$ cat src/rtl/unified_mem_arbiter_if.sv
// Handshake bundle between the IF/MEM stages, the arbiter and the
// single-ported unified memory.
interface unified_mem_arbiter_if #(
  parameter int ADDR_W = 64,
  parameter int DATA_W = 64
) ();
  logic              if_req;
  logic [ADDR_W-1:0] if_addr;
  logic [DATA_W-1:0] if_rdata;
  logic              if_valid;
  logic              if_stall;
  logic              flush;
  logic              dm_read;
  logic              dm_write;
  logic [ADDR_W-1:0] dm_addr;
  logic [DATA_W-1:0] dm_wdata;
  logic [DATA_W-1:0] dm_rdata;
  logic              dm_valid;
  logic              dm_stall;
  logic              mem_req;
  logic              mem_we;
  logic [ADDR_W-1:0] mem_addr;
  logic [DATA_W-1:0] mem_wdata;
  logic [DATA_W-1:0] mem_rdata;
  logic              mem_ack;

  modport slave (
    input  if_req, if_addr, flush,
    input  dm_read, dm_write, dm_addr, dm_wdata,
    input  mem_rdata, mem_ack,
    output if_rdata, if_valid, if_stall,
    output dm_rdata, dm_valid, dm_stall,
    output mem_req, mem_we, mem_addr, mem_wdata
  );

  modport master (
    output if_req, if_addr, flush,
    output dm_read, dm_write, dm_addr, dm_wdata,
    output mem_rdata, mem_ack,
    input  if_rdata, if_valid, if_stall,
    input  dm_rdata, dm_valid, dm_stall,
    input  mem_req, mem_we, mem_addr, mem_wdata
  );
endinterface

$ cat src/rtl/unified_mem_arbiter.sv
// Arbitrates IF fetches and MEM loads/stores onto one req/ack memory
// port, one transaction at a time, with anti-starvation for fetch.
module unified_mem_arbiter #(
  parameter int ADDR_W     = 64,
  parameter int DATA_W     = 64,
  parameter int STARVE_MAX = 4
) (
  input  logic clk,
  input  logic rst_n,
  unified_mem_arbiter_if.slave bus
);

  typedef enum logic [1:0] {
    IDLE    = 2'd0,
    IF_WAIT = 2'd1,
    DM_WAIT = 2'd2
  } state_e;

  localparam logic [3:0] SMAX = 4'(STARVE_MAX);

  state_e            state_q, state_d;
  logic              mem_req_q, mem_req_d;
  logic              mem_we_q, mem_we_d;
  logic [ADDR_W-1:0] mem_addr_q, mem_addr_d;
  logic [DATA_W-1:0] mem_wdata_q, mem_wdata_d;
  logic [DATA_W-1:0] if_rdata_q, if_rdata_d;
  logic [DATA_W-1:0] dm_rdata_q, dm_rdata_d;
  logic              if_valid_q, if_valid_d;
  logic              dm_valid_q, dm_valid_d;
  logic              kill_q, kill_d;
  logic [3:0]        starve_cnt_q, starve_cnt_d;

  logic dm_pend;
  logic if_ok;
  logic force_if;

  assign dm_pend  = bus.dm_read | bus.dm_write;
  assign if_ok    = bus.if_req & ~bus.flush;
  assign force_if = if_ok & (starve_cnt_q == SMAX);

  always_comb begin
    state_d      = state_q;
    mem_req_d    = mem_req_q;
    mem_we_d     = mem_we_q;
    mem_addr_d   = mem_addr_q;
    mem_wdata_d  = mem_wdata_q;
    if_rdata_d   = if_rdata_q;
    dm_rdata_d   = dm_rdata_q;
    if_valid_d   = 1'b0;
    dm_valid_d   = 1'b0;
    kill_d       = kill_q;
    starve_cnt_d = starve_cnt_q;
    unique case (state_q)
      IDLE: begin
        kill_d = 1'b0;
        if (dm_pend && !force_if) begin
          state_d     = DM_WAIT;
          mem_req_d   = 1'b1;
          mem_we_d    = bus.dm_write;
          mem_addr_d  = bus.dm_addr;
          mem_wdata_d = bus.dm_wdata;
          if (if_ok && starve_cnt_q != SMAX)
            starve_cnt_d = starve_cnt_q + 4'd1;
        end else if (if_ok) begin
          state_d      = IF_WAIT;
          mem_req_d    = 1'b1;
          mem_we_d     = 1'b0;
          mem_addr_d   = bus.if_addr;
          starve_cnt_d = 4'd0;
        end
      end
      IF_WAIT: begin
        if (bus.flush)
          kill_d = 1'b1;
        if (bus.mem_ack) begin
          state_d   = IDLE;
          mem_req_d = 1'b0;
          kill_d    = 1'b0;
          // a flush landing on the ack cycle kills the fetch too
          if (!kill_q && !bus.flush) begin
            if_valid_d = 1'b1;
            if_rdata_d = bus.mem_rdata;
          end
        end
      end
      DM_WAIT: begin
        if (bus.mem_ack) begin
          state_d    = IDLE;
          mem_req_d  = 1'b0;
          mem_we_d   = 1'b0;
          dm_valid_d = 1'b1;
          dm_rdata_d = bus.mem_rdata;
        end
      end
      default: state_d = IDLE;
    endcase
  end

  always_ff @(posedge clk or negedge rst_n) begin
    if (!rst_n) begin
      state_q      <= IDLE;
      mem_req_q    <= 1'b0;
      mem_we_q     <= 1'b0;
      mem_addr_q   <= '0;
      mem_wdata_q  <= '0;
      if_rdata_q   <= '0;
      dm_rdata_q   <= '0;
      if_valid_q   <= 1'b0;
      dm_valid_q   <= 1'b0;
      kill_q       <= 1'b0;
      starve_cnt_q <= 4'd0;
    end else begin
      state_q      <= state_d;
      mem_req_q    <= mem_req_d;
      mem_we_q     <= mem_we_d;
      mem_addr_q   <= mem_addr_d;
      mem_wdata_q  <= mem_wdata_d;
      if_rdata_q   <= if_rdata_d;
      dm_rdata_q   <= dm_rdata_d;
      if_valid_q   <= if_valid_d;
      dm_valid_q   <= dm_valid_d;
      kill_q       <= kill_d;
      starve_cnt_q <= starve_cnt_d;
    end
  end

  assign bus.mem_req   = mem_req_q;
  assign bus.mem_we    = mem_we_q;
  assign bus.mem_addr  = mem_addr_q;
  assign bus.mem_wdata = mem_wdata_q;
  assign bus.if_rdata  = if_rdata_q;
  assign bus.dm_rdata  = dm_rdata_q;
  assign bus.if_valid  = if_valid_q;
  assign bus.dm_valid  = dm_valid_q;
  assign bus.if_stall  = bus.if_req & ~if_valid_q;
  assign bus.dm_stall  = dm_pend & ~dm_valid_q;

endmodule

$ cat src/flat_wrapper.sv
// flat-port wrapper written by rule: the top's interface ports become plain ports
module unified_mem_arbiter_flat 
#(
  parameter int ADDR_W     = 64,
  parameter int DATA_W     = 64,
  parameter int STARVE_MAX = 4
)
  (clk, rst_n, bus_if_req, bus_if_addr, bus_flush, bus_dm_read, bus_dm_write, bus_dm_addr, bus_dm_wdata, bus_mem_rdata, bus_mem_ack, bus_if_rdata, bus_if_valid, bus_if_stall, bus_dm_rdata, bus_dm_valid, bus_dm_stall, bus_mem_req, bus_mem_we, bus_mem_addr, bus_mem_wdata);
  unified_mem_arbiter_if #(.ADDR_W(ADDR_W), .DATA_W(DATA_W)) bus_i ();
  input  logic clk;
  input  logic rst_n;
  input wire logic [$bits(bus_i.if_req)-1:0] bus_if_req;
  input wire logic [$bits(bus_i.if_addr)-1:0] bus_if_addr;
  input wire logic [$bits(bus_i.flush)-1:0] bus_flush;
  input wire logic [$bits(bus_i.dm_read)-1:0] bus_dm_read;
  input wire logic [$bits(bus_i.dm_write)-1:0] bus_dm_write;
  input wire logic [$bits(bus_i.dm_addr)-1:0] bus_dm_addr;
  input wire logic [$bits(bus_i.dm_wdata)-1:0] bus_dm_wdata;
  input wire logic [$bits(bus_i.mem_rdata)-1:0] bus_mem_rdata;
  input wire logic [$bits(bus_i.mem_ack)-1:0] bus_mem_ack;
  output wire logic [$bits(bus_i.if_rdata)-1:0] bus_if_rdata;
  output wire logic [$bits(bus_i.if_valid)-1:0] bus_if_valid;
  output wire logic [$bits(bus_i.if_stall)-1:0] bus_if_stall;
  output wire logic [$bits(bus_i.dm_rdata)-1:0] bus_dm_rdata;
  output wire logic [$bits(bus_i.dm_valid)-1:0] bus_dm_valid;
  output wire logic [$bits(bus_i.dm_stall)-1:0] bus_dm_stall;
  output wire logic [$bits(bus_i.mem_req)-1:0] bus_mem_req;
  output wire logic [$bits(bus_i.mem_we)-1:0] bus_mem_we;
  output wire logic [$bits(bus_i.mem_addr)-1:0] bus_mem_addr;
  output wire logic [$bits(bus_i.mem_wdata)-1:0] bus_mem_wdata;
  assign bus_i.if_req = bus_if_req;
  assign bus_i.if_addr = bus_if_addr;
  assign bus_i.flush = bus_flush;
  assign bus_i.dm_read = bus_dm_read;
  assign bus_i.dm_write = bus_dm_write;
  assign bus_i.dm_addr = bus_dm_addr;
  assign bus_i.dm_wdata = bus_dm_wdata;
  assign bus_i.mem_rdata = bus_mem_rdata;
  assign bus_i.mem_ack = bus_mem_ack;
  assign bus_if_rdata = bus_i.if_rdata;
  assign bus_if_valid = bus_i.if_valid;
  assign bus_if_stall = bus_i.if_stall;
  assign bus_dm_rdata = bus_i.dm_rdata;
  assign bus_dm_valid = bus_i.dm_valid;
  assign bus_dm_stall = bus_i.dm_stall;
  assign bus_mem_req = bus_i.mem_req;
  assign bus_mem_we = bus_i.mem_we;
  assign bus_mem_addr = bus_i.mem_addr;
  assign bus_mem_wdata = bus_i.mem_wdata;
  unified_mem_arbiter #(.ADDR_W(ADDR_W), .DATA_W(DATA_W), .STARVE_MAX(STARVE_MAX)) u_core (.clk(clk), .rst_n(rst_n), .bus(bus_i));
endmodule
$ cat config.mk
export PLATFORM = sky130hd
export DESIGN_NAME = unified_mem_arbiter_flat
export DESIGN_NICKNAME = d
export VERILOG_FILES = /design/src/rtl/unified_mem_arbiter_if.sv /design/src/rtl/unified_mem_arbiter.sv /design/src/flat_wrapper.sv
export SDC_FILE = /design/constraint.sdc
export NUM_CORES = 1
export LEC_CHECK = 0
export ABC_AREA = 1
export CORE_AREA = 8 8 196 198
export DETAILED_ROUTE_END_ITERATION = 10
export DIE_AREA = 0 0 204 206
export PLACE_DENSITY = 0.66
export SYNTH_ARGS = -nofsm -noshare
export SYNTH_HDL_FRONTEND = slang
export SYNTH_SLANG_ARGS = --single-unit
$ cat constraint.sdc
create_clock -name clk -period 1.7 [get_ports clk]
set_input_delay 0.17 -clock clk [delete_from_list [all_inputs] [get_ports clk]]
set_output_delay 0.17 -clock clk [all_outputs]
set_load 0.05 [all_outputs]
# --- Word-level counts from Yosys, hierarchy flattened ---
# Index checks and enable logic that the tools add are counted.
totals:
  reg_bits: 267
  inputBits: 263
  out_inout_bits: 262
  wordCells: 74
op_classes:
  addsub: 1
  n_eq_ne: 9
  n_mux: 24
  bitwise_logic: 8
  reduce_logical: 21
op_table:
  columns: ["op", "count"]
  rows:
  - ["two-way mux 64 bit", 2]
  - ["two-way mux 1 bit", 12]
  - ["two-way mux 4 bit", 3]
  - ["AND reduction 3 bit", 4]
  - ["AND reduction 2 bit", 5]
  - ["nonzero test 2 bit", 4]
  - ["two-way mux 2 bit", 3]
  - ["one-hot mux 1 bit (2 select lines)", 3]
  - ["adder 4 x 1 -> 4 bit (second input constant)", 1]
  - ["bitwise AND 1 bit", 4]
  - ["== test 4 x 3 -> 1 bit (second input constant)", 1]
  - ["inequality test 2 bit (second input constant)", 2]
  - ["inequality test 4 x 3 -> 1 bit (second input constant)", 1]
  - ["one-hot mux 2 bit (2 select lines)", 1]
  - ["logical AND 1 bit", 3]
  - ["logical NOT 1 bit", 3]
  - ["inequality test 3 x 1 -> 1 bit (second input constant)", 1]
  - ["inequality test 3 bit (second input constant)", 1]
  - ["inverter 1 bit", 3]
  - ["== test 2 x 1 -> 1 bit (second input constant)", 1]
  - ["== test 2 bit (second input constant)", 1]
  - ["logical NOT 2 bit", 1]
  - ["inequality test 2 x 1 -> 1 bit (second input constant)", 1]
  - ["OR reduction 2 bit", 1]
  - ["bitwise OR 1 bit", 1]

# --- Logic depth before layout (Yosys ltp) ---
depth:
  ltp_word: 7
  mapped_depth: 11
  mapped_depth_nobuf: 9

# --- Worst setup path after synthesis ---
# No wires, ideal clock.
synth_path:
  path_kind: "flip-flop to output port"
  start: "reg u_core.dm_valid_q, in the netlist u_core.bus.dm_valid"
  end: "out bus_dm_stall"
  t_arrival_ns: 1.280
  required_ns: 1.530
  setup_slack_ns: 0.250
  stages_incl_launch_ff: 2
  n_path_buf: 0
  path_cell_list: "dfrtp_1 -> nor2_1"
synth_via:
  elab_chain_len: 2
synth_rtl:
  columns: ["item", "line_no", "text"]
  rows:
  - ["from (decl)", "unified_mem_arbiter.sv:29", "logic dm_valid_q, dm_valid_d;"]
  - ["from (signal assigned)", "unified_mem_arbiter.sv:121", "dm_valid_q <= dm_valid_d;"]
  - ["inverter 1 bit", "unified_mem_arbiter.sv:136", "assign bus.dm_stall = dm_pend & ~dm_valid_q;"]
  - ["bitwise AND 1 bit", "unified_mem_arbiter.sv:136", null]
  - ["to (decl)", "flat_wrapper.sv:26", "output wire logic [$bits(bus_i.dm_stall)-1:0] bus_dm_stall;"]
# No other way between the ends.

# --- Worst setup path in the final report ---
layout_path:
  start: "reg u_core.mem_addr_q[0], in the netlist u_core.bus.mem_addr[0]"
  end: "out bus_mem_addr[0]"
layout_rtl:
  columns: ["item", "line_no", "text"]
  rows:
  - ["from (decl)", "unified_mem_arbiter.sv:24", "logic [ADDR_W-1:0] mem_addr_q, mem_addr_d;"]
  - ["from (signal assigned)", "unified_mem_arbiter.sv:116", "mem_addr_q <= mem_addr_d;"]
  - ["to (decl)", "flat_wrapper.sv:29", "output wire logic [$bits(bus_i.mem_addr)-1:0] bus_mem_addr;"]
# No word-level cell between the ends.

==> metrics.md <==
| Metric | Value |
|---|---|
| Status | `completed` |
| Slew Limit Headroom | `65.60%` |
| Total track usage | `19.45%` |
| Clk sinks | `267` |
| Peak VDD IR | `1472 uV` |
| Cell area power density | `2224 mW/mm^2` |
| Core Util, Final | `around half` |
| Via density | `4.531` |
| Clock tree buffer depth | `3` |
| Starting density of the core | `about 33%` |
| Fin crit period | `1.644 ns` |
| Avg WL per Cell | `between 15 and 20 um` |
| Gate count after technology mapping | `1375` |
| Die area | `0.04202 mm^2` |
| Iter 0 DRT Violations | `582` |
| Post-DRT Antenna Nets | `0` |
| Initial antenna violation count | `4` |
| Critical path fanouts, max | `2` |
| Met2 GRT Util | `31.81%` |
| Placeable Area | `0.03522 mm^2` |
| Fmax | `between 600 and 700 MHz` |
| Synth warn | `0` |
| Num CTS Buffers | `30` |
| Root buf cell | `clkbuf_16` |
| Cell count after placement | `~2300` |
| HP Class | `in2async` |
| First-pass GRT wire length | `65.08 mm` |
| Final std cells w/o fill | `2403` |
| Slowest cell on crit path | `dlygate4sd2_1` |
| Mapped Area | `0.01149 mm^2` |
| Most common cell after layout, fill and taps aside | `nand2_1` |
| Startpoint types | `flop` |
| Grt ovf | `0` |
| Post-route clock period utilization | `96.68%` |
| Number of synthesized register bits | `between 200 and 300` |
| CP Cell Sequence | `dlygate4sd2_1` |
| Critical Path RT | `1.53 ns` |
| Design area | `0.01813 mm^2` |
| TritonRoute pass-1 iters | `4` |
| Met3 Use GR | `6.677%` |
| Fill count | `3295` |
| Worst-skew pair later-pin latency | `about 0.56 ns` |
| Max cap viols | `0` |
| # rows | `69` |
| Post-layout nets | `2188` |
| CTS tree | `done` |
| Final hold violations | `0` |
| Yosys cell types | `24` |
| M1 GR Usage | `23.63%` |
| Clock transition at path regs | `~0.060 ns` |
| DR vias | `10890` |
| Worst path max stage delay | `0.55 ns` |
| Fin Setup TNS | `0 ns` |
| Worst clock skew | `0.008991 ns` |
| Layout cells sized above 1 | `between 10% and 20%` |
| Largest net degree at the start of global routing | `72` |
| Die W | `204 um` |
| Synth-to-layout area growth | `57.80%` |
| Syn avg cell area | `8.355 um^2` |
| Static Leak | `approximately 9.7 nW` |
| DP HPWL | `32.47 mm` |
| CP top delay family | `buffers and inverters` |
| CTS H-tree lvls | `1` |
| Placer Congestion | `0.8612` |
| Slew Viols, Final | `0` |
| CP Buf/Inv Count | `1` |
| Vias in the first global route | `11200` |
| Most Crowded Layer GR | `met2` |
| Worst-Margin Slew | `between 0.5 and 0.6 ns` |
| Area after DPL | `0.01703 mm^2` |
| CP endpoint kind | `primary output` |
| PortBufs | `approximately 520` |
| Commonest non-fill, non-tap cells in the layout | `nand2_1, dfrtp_1, clkdlybuf4s50_1` |
| Drt total wl | `between 40 and 50 mm` |
| RSZ-0062 raised after global routing | `yes` |
| Die height | `between 200 and 250 um` |
| Post-Syn Nets | `1643` |
| Residual DRC | `0` |
| Io pins | `525` |
| # setup viols final | `0` |
| CP Data Arrival Time | `1.47 ns` |
| Seq/Total Area, Yosys | `58.16%` |
| Crit Path Category | `reg2out` |
==> repair_timing <==
item | in CTS | in global routing
cloned | 0 | 5
hold endpoints to repair | 267 | 0
pin swaps | 0 | 2
hold buffers | 1 | 0
gates resized for setup | 37 | 6
endpoints found under the setup margin | 37 | 98
buffers inserted | 0 | 2
==> final cells by class <==
type                       instances  area [um^2]  share of cell area (%)
clock buffer                      45        918.4                   5.066
inverter                         209        784.5                   4.327
tap                              461        576.8                   3.182
sequential                       267         6681                   36.86
clock inverter                     5        55.05                  0.3037
timing repair buffer             587         5455                   30.09
antenna                            4        10.01                 0.05521
multi-input combinational        825         3647                   20.12
==> final timing paths <==
path                                         start                        to  slack (ns)  cells after the start
max in group asynchronous                    rst_n   u_core.bus.if_rdata[62]        0.89                      3
min reg2reg                u_core.bus.mem_addr[24]   u_core.bus.mem_addr[24]        0.47                      2
min                                          rst_n  u_core.bus.mem_wdata[30]        0.13                      2
max                         u_core.bus.mem_addr[0]           bus_mem_addr[0]        0.06                      1
max reg2reg                 u_core.starve_cnt_q[0]  u_core.bus.mem_wdata[40]        0.08                     11
min in group clk                  bus_dm_wdata[18]  u_core.bus.mem_wdata[18]        0.14                      3
==> power breakdown <==
part | leakage (nW) | switching [W] | internal [W]
sequential | 3.35 | 0.00185 | 0.00937
clock | 0.475 | 0.00260 | 0.00383
combinational | 5.92 | 0.0161 | 0.00660
==> cells by family after synthesis <==
group	Yosys count	share of synthesized area (%)
and+or+nand+nor	683	24.73
buffers and inverters	284	10.57
DFF	267	58.16
AOI/OAI and AO/OA	135	5.914
adders and majority gates	5	0.5445
xor gates and xnor gates	1	0.07625
==> cells in the mapped netlist <==
cell type	count	share of area, %
nor2_1	7	0.23
buf_6	13	1.3
nor3_1	1	0.044
nand2_2	21	1.1
inv_1	206	6.7
a21oi_2	1	0.076
buf_1	3	0.098
dfrtp_1	267	58
ha_1	5	0.54
a21oi_1	2	0.087
or2_2	1	0.054
nand3_1	136	5.9
xor2_1	1	0.076
nand3_4	1	0.15
buf_2	26	1.1
buf_4	5	0.33
inv_2	3	0.098
nor2_2	1	0.054
nand2_4	1	0.098
clkbuf_1	28	0.91
o21ai_0	132	5.8
nand2_1	509	17
nor2_4	3	0.29
nand4_1	2	0.11
==> metal layers <==
layer  share of wire, %  routed length (um)  vias up
li1                   -                   -     5265
met2                 47               20510      438
met1                 40               17500     5107
met5              0.030                  13        -
met3                9.7                4220       75
met4                3.0                1304        2
==> registers in the layout (all words and copies together) (netlist names), 2 cells and up <==
name                  flops
u_core.bus.dm_rdata      64
u_core.bus.if_rdata      64
u_core.bus.mem_addr      64
u_core.bus.mem_wdata     64
u_core.starve_cnt_q       4
u_core.state_q            2
==> metrics by stage <==
step / total power, W / hold slack [ns] / setup slack (ns)
4_1_cts: 0.04048 / 0.1159 / 0.007542
3_5_place_dp: 0.03415 / 0.1228 / -0.1058
2_1_floorplan: 0.02556 / -0.1256 / 0.2504
3_3_place_gp: 0.03387 / 0.1227 / -0.04447
6_report: 0.04032 / 0.1291 / 0.05643
5_1_grt: 0.04237 / 0.1234 / -0.01662
Power figures use the tool's default switching activity.
